`config.mk`:
```
export PLATFORM = sky130hd
export DESIGN_NAME = fetch_decode_queue
export DESIGN_NICKNAME = d
export VERILOG_FILES = /design/src/rtl/fetch_decode_queue.sv
export SDC_FILE = /design/constraint.sdc
export NUM_CORES = 1
export LEC_CHECK = 0
export ABC_AREA = 1
export BUFFER_PORTS_ARGS = -buffer_cell sky130_fd_sc_hd__buf_2
export CELL_PAD_IN_SITES_DETAIL_PLACEMENT = 1
export CELL_PAD_IN_SITES_GLOBAL_PLACEMENT = 2
export CORE_ASPECT_RATIO = 0.9
export CORE_UTILIZATION = 40
export CTS_BUF_LIST = sky130_fd_sc_hd__clkbuf_8
export DETAILED_ROUTE_END_ITERATION = 10
export GPL_TIMING_DRIVEN = 0
export PLACE_DENSITY_LB_ADDON = 0.3
export SETUP_SLACK_MARGIN = 0.02
export SLEW_MARGIN = 30
export SYNTH_ARGS = -nofsm -noshare
export SYNTH_HDL_FRONTEND = slang
export SYNTH_SLANG_ARGS = --single-unit
```
`constraint.sdc`:
```
create_clock -name clock -period 10.6 [get_ports clock]
set_input_delay 0.53 -clock clock [delete_from_list [all_inputs] [get_ports clock]]
set_output_delay 0.53 -clock clock [all_outputs]
set_load 0.01 [all_outputs]
```
`src/rtl/fetch_decode_queue.sv`:
```
// Fetch-to-decode FIFO: DEPTH entries of {pc_plus_four, instruction} decoupling fetch
// from decode stalls, with stall-masked flush and a NOP bubble when empty.
module fetch_decode_queue #(
  parameter int DATA_WIDTH = 32,
  parameter int PC_WIDTH   = 32,
  parameter int DEPTH      = 4,
  parameter int CNT_WIDTH  = $clog2(DEPTH + 1)
) (
  input  logic                  clock,
  input  logic                  reset,
  input  logic                  clear,
  input  logic                  StallD,
  input  logic                  push_F,
  input  logic [PC_WIDTH-1:0]   pc_plus_four_F,
  input  logic [DATA_WIDTH-1:0] instruction_F,
  output logic                  full_F,
  output logic                  valid_D,
  output logic [PC_WIDTH-1:0]   pc_plus_four_D,
  output logic [DATA_WIDTH-1:0] instruction_D,
  output logic [CNT_WIDTH-1:0]  count
);

  localparam int PTR_W = $clog2(DEPTH);

  // Handshake: fetch offers an entry with push_F and it is accepted on the edge only
  // when full_F is low (full_F is the inverse of ready and depends on count alone);
  // decode sees valid_D and consumes the head on the edge when StallD is low.

  logic [PC_WIDTH-1:0]   pc_mem_q    [DEPTH];
  logic [DATA_WIDTH-1:0] instr_mem_q [DEPTH];

  logic [PTR_W-1:0]     wr_ptr_q, wr_ptr_d;
  logic [PTR_W-1:0]     rd_ptr_q, rd_ptr_d;
  logic [CNT_WIDTH-1:0] count_q,  count_d;

  logic flush_eff;
  logic pop;
  logic push_ok;

  assign valid_D = (count_q != '0);
  assign full_F  = (count_q == CNT_WIDTH'(DEPTH));
  assign count   = count_q;

  // A flush while decode is stalled is dropped, not deferred.
  assign flush_eff = clear & ~StallD;
  assign pop       = valid_D & ~StallD & ~flush_eff;
  assign push_ok   = push_F & ~full_F & ~flush_eff;

  assign pc_plus_four_D = valid_D ? pc_mem_q[rd_ptr_q]    : '0;
  assign instruction_D  = valid_D ? instr_mem_q[rd_ptr_q] : '0;

  always_comb begin
    wr_ptr_d = wr_ptr_q;
    rd_ptr_d = rd_ptr_q;
    count_d  = count_q;
    if (flush_eff) begin
      wr_ptr_d = '0;
      rd_ptr_d = '0;
      count_d  = '0;
    end else begin
      if (push_ok) wr_ptr_d = wr_ptr_q + PTR_W'(1);
      if (pop)     rd_ptr_d = rd_ptr_q + PTR_W'(1);
      case ({push_ok, pop})
        2'b10:   count_d = count_q + CNT_WIDTH'(1);
        2'b01:   count_d = count_q - CNT_WIDTH'(1);
        default: count_d = count_q;
      endcase
    end
  end

  always_ff @(posedge clock) begin
    if (reset) begin
      wr_ptr_q <= '0;
      rd_ptr_q <= '0;
      count_q  <= '0;
    end else begin
      wr_ptr_q <= wr_ptr_d;
      rd_ptr_q <= rd_ptr_d;
      count_q  <= count_d;
    end
  end

  // Storage needs no reset; count alone decides which slots are meaningful.
  always_ff @(posedge clock) begin
    if (push_ok && !reset) begin
      pc_mem_q[wr_ptr_q]    <= pc_plus_four_F;
      instr_mem_q[wr_ptr_q] <= instruction_F;
    end
  end

endmodule

```
==> metrics.md <==
| Metric | Value |
|---|---|
| Post-Synthesis Mean Instance Area | `about 13 µm²` |
| Minimum period implied by the final worst setup slack | `roughly 2.7 ns` |
| Drt initial violations | `around 340` |
| Number of buffers created by CTS | `45` |
| Yosys top cell area share | `73.7%` |
| Post-Syn Area | `10400 µm²` |
| Standby leakage power | `0.00481 µW` |
| Mean number of vias per cell | `a little under 5` |
| Total setup violations reported at the end of the flow | `0` |
| Overall global routing resource usage | `between 20% and 30%` |
| Total Routed Length | `26200 µm` |
| Number of nets in the synthesized netlist | `907` |
| Critical path peak fanout | `10` |
| Clock Tree Buf Depth | `3` |
| Max frequency | `0.372 GHz` |
| Hold-fix buffers, CTS | `0` |
| N_diodes | `0` |
| Layout Utilization | `50.4%` |
| Power Internal | `1660 µW` |
| Total of max-cap violations | `0` |
| Total Die Area | `26700 µm²` |
| Rel. slew slack | `55.3%` |
| Yosys top cell by area | `edfxtp_1` |
| Detailed-router iteration count before antenna repair | `4` |
| Transition time at the pin with the least slew margin | `0.669 ns` |
| Distinct cell type count of the synthesized netlist | `17` |
| Fraction of layout instances using a drive strength above 1 | `between 20% and 30%` |
| IO Port Bufs | `roughly 140` |
| Power share of the clock group | `38.4%` |
| Clock latency of the later-clocked register in the worst-skew pair | `0.54 ns` |
| Unrepaired setup endpoints after global routing | `no` |
| HPWL after DPL | `17400 µm` |
| Clock root buffer | `clkbuf_8` |
| CTS tree | `yes` |
| Worst clock skew on the final layout | `0.0158 ns` |
| Total via count after detailed routing | `6918` |
| Finished layout cell area | `between 10000 and 15000 µm²` |
| Clock-pin transition on the worst setup and hold timing paths | `0.06 ns` |
| I/O pin count | `138` |
| CORE AREA | `25400 µm²` |
| Setup repair bufs after CTS | `0` |
| Data required time of the worst path | `~10 ns` |
| Final cycle utilization of the critical path | `25.4%` |
| Min-Delay Path Class | `in2reg` |
| Horizontal die dimension | `172 µm` |
| Pin count of the biggest net entering global routing | `21` |
| Total cell area at the placement stage | `12000 µm²` |
| Total Nets Final | `1106` |
| Wire length of the first global-routing pass | `between 40000 and 50000 µm` |
| Seq/Total Area, Yosys | `75.4%` |
| Standard-cell rows | `55` |
| Crit path launch type | `register` |
| Area added between synthesis and finish | `22.8%` |
| Synthesized netlist cell count | `832` |
| Final Hold Violating Endpoints | `0` |
| Arrival time at the worst endpoint | `2.16 ns` |
| Most common cell after layout, fill and taps aside | `nor2_1` |
| Net Sw Power | `496 µW` |
| Register bit count reported by yosys | `265` |
| Setup TNS | `0 ns` |
| Clock Sink Count | `265` |
| Effective utilization at floorplan | `41.1%` |
| Type of element capturing the critical path | `primary output` |
| Count of cells resized by post-cts repair | `0` |
| Total DRC errors in the routed layout | `0` |
| Weighted congestion at the end of routability-driven global placement | `0.748` |
| Register share of total power | `54.5%` |
| Cell area power density | `169 nW/µm²` |
| Result of the run | `finished, final reports clean` |
| Total overflow reported by the global router | `0` |
| Peak supply drop | `108 µV` |
| Combinational fraction of design power | `7.1%` |
| Number of warnings reported in the yosys synthesis log | `0` |
| Via count of the first global-routing pass | `just over 7000` |
| Die Y-Extent | `155 µm` |
| Leading cell types by total area after synthesis | `edfxtp_1 (74%), nor2_1 (9.8%), o21ai_0 (5.7%)` |
| Antenna violations before repair | `2` |
| Final Max Tran Viols | `0` |
| Fraction of power spent switching nets | `23.0%` |
| Avg WL per Cell | `approximately 19 µm` |
| Worst setup path class | `reg2out` |
| # H-tree levels | `2` |
| Commonest non-fill, non-tap cells in the layout | `nor2_1 (268), edfxtp_1 (256), buf_2 (150)` |
| Remaining antenna violation count | `0` |
[registers in the layout, summed over array words and instances (netlist names), named ones only]
| signal | count |
|---|---|
| count | 3 |
| wr_ptr_q | 2 |
| instr_mem_q | 128 |
| rd_ptr_q | 2 |
| pc_mem_q | 128 |
[cells in the mapped netlist]
cell type / number
ha_1: 5
buf_2: 13
o21ai_0: 119
clkbuf_1: 14
edfxtp_1: 256
inv_1: 20
nand3_1: 5
nor2_1: 272
buf_4: 4
o21ai_1: 10
a21oi_1: 69
inv_2: 3
nand2_1: 16
dfxtp_1: 9
fa_1: 1
buf_1: 4
buf_6: 12
[stage by stage]
stage | setup WS, ns | cells | total power (µW) | hold slack (ns)
detailed placement | 7.86 | 1326 | 1350 | 0.487
finish | 7.91 | 1410 | 2160 | 0.207
CTS | 7.82 | 1410 | 2190 | 0.161
global placement | 3.89 | 1311 | 1340 | 0.480
global route | 7.73 | 1410 | 2250 | 0.171
floorplan | 6.57 | 832 | 1270 | 0.463
[power by group through the flow]
stage                     logic [µW]  clock network [µW]  registers (µW)
after floorplan                 72.5                   0            1200
after global placement           143                   0            1200
after detailed placement         157                   0            1200
after CTS                        157                 862            1180
after global routing             171                 899            1180
final                            153                 828            1180
[cell families after synthesis]
logic type	count (synthesis)	synth area share, %
flops	265	75.4
compound gates	198	9.50
buf+inv	70	3.68
fa+ha+maj	6	0.792
simple gates	293	10.6
[final cells by class]
| type | instances | area [µm²] |
|---|---|---|
| Timing Repair Buffer | 152 | 1090 |
| Inverter | 23 | 86.3 |
| Tap cell | 342 | 428 |
| Clock buffer | 51 | 702 |
| Fill cell | 2692 | 12600 |
| Sequential cell | 265 | 7870 |
| Clock inverter | 33 | 129 |
| Buffer | 47 | 298 |
| Multi-Input combinational cell | 497 | 2210 |
[critical path: stages (launching register included)]
cell and delay, ns:
dfxtp_1 0.34, inv_2 0.06, buf_4 0.19, clkbuf_1 0.41
o21ai_0 0.17, a21oi_1 0.27, buf_2 0.19
[final timing paths]
kind / cells past startpoint / to / slack [ns] / from
min reg2reg: 2 / count[0]$_SDFFE_PP0P_ / 0.50 / count[0]$_SDFFE_PP0P_
max: 6 / pc_plus_four_D[2] / 7.91 / register
min: 1 / instr_mem_q[3][10]$_DFFE_PP_ / 0.21 / instruction_F[10]
max reg2reg: 8 / instr_mem_q[2][5]$_DFFE_PP_ / 8.16 / count[0]$_SDFFE_PP0P_
[routing by layer]
metal / vias to the layer above / global-route usage [%] / wire (µm)
met1: 3379 / 27.2 / 11900
met3: 36 / 3.51 / 1130
met4: 4 / 5.35 / 388
met5: - / 0 / 22
met2: 149 / 33.8 / 12700
li1: 3350 / - / -
Note: power is estimated with default switching activity, not from simulation.
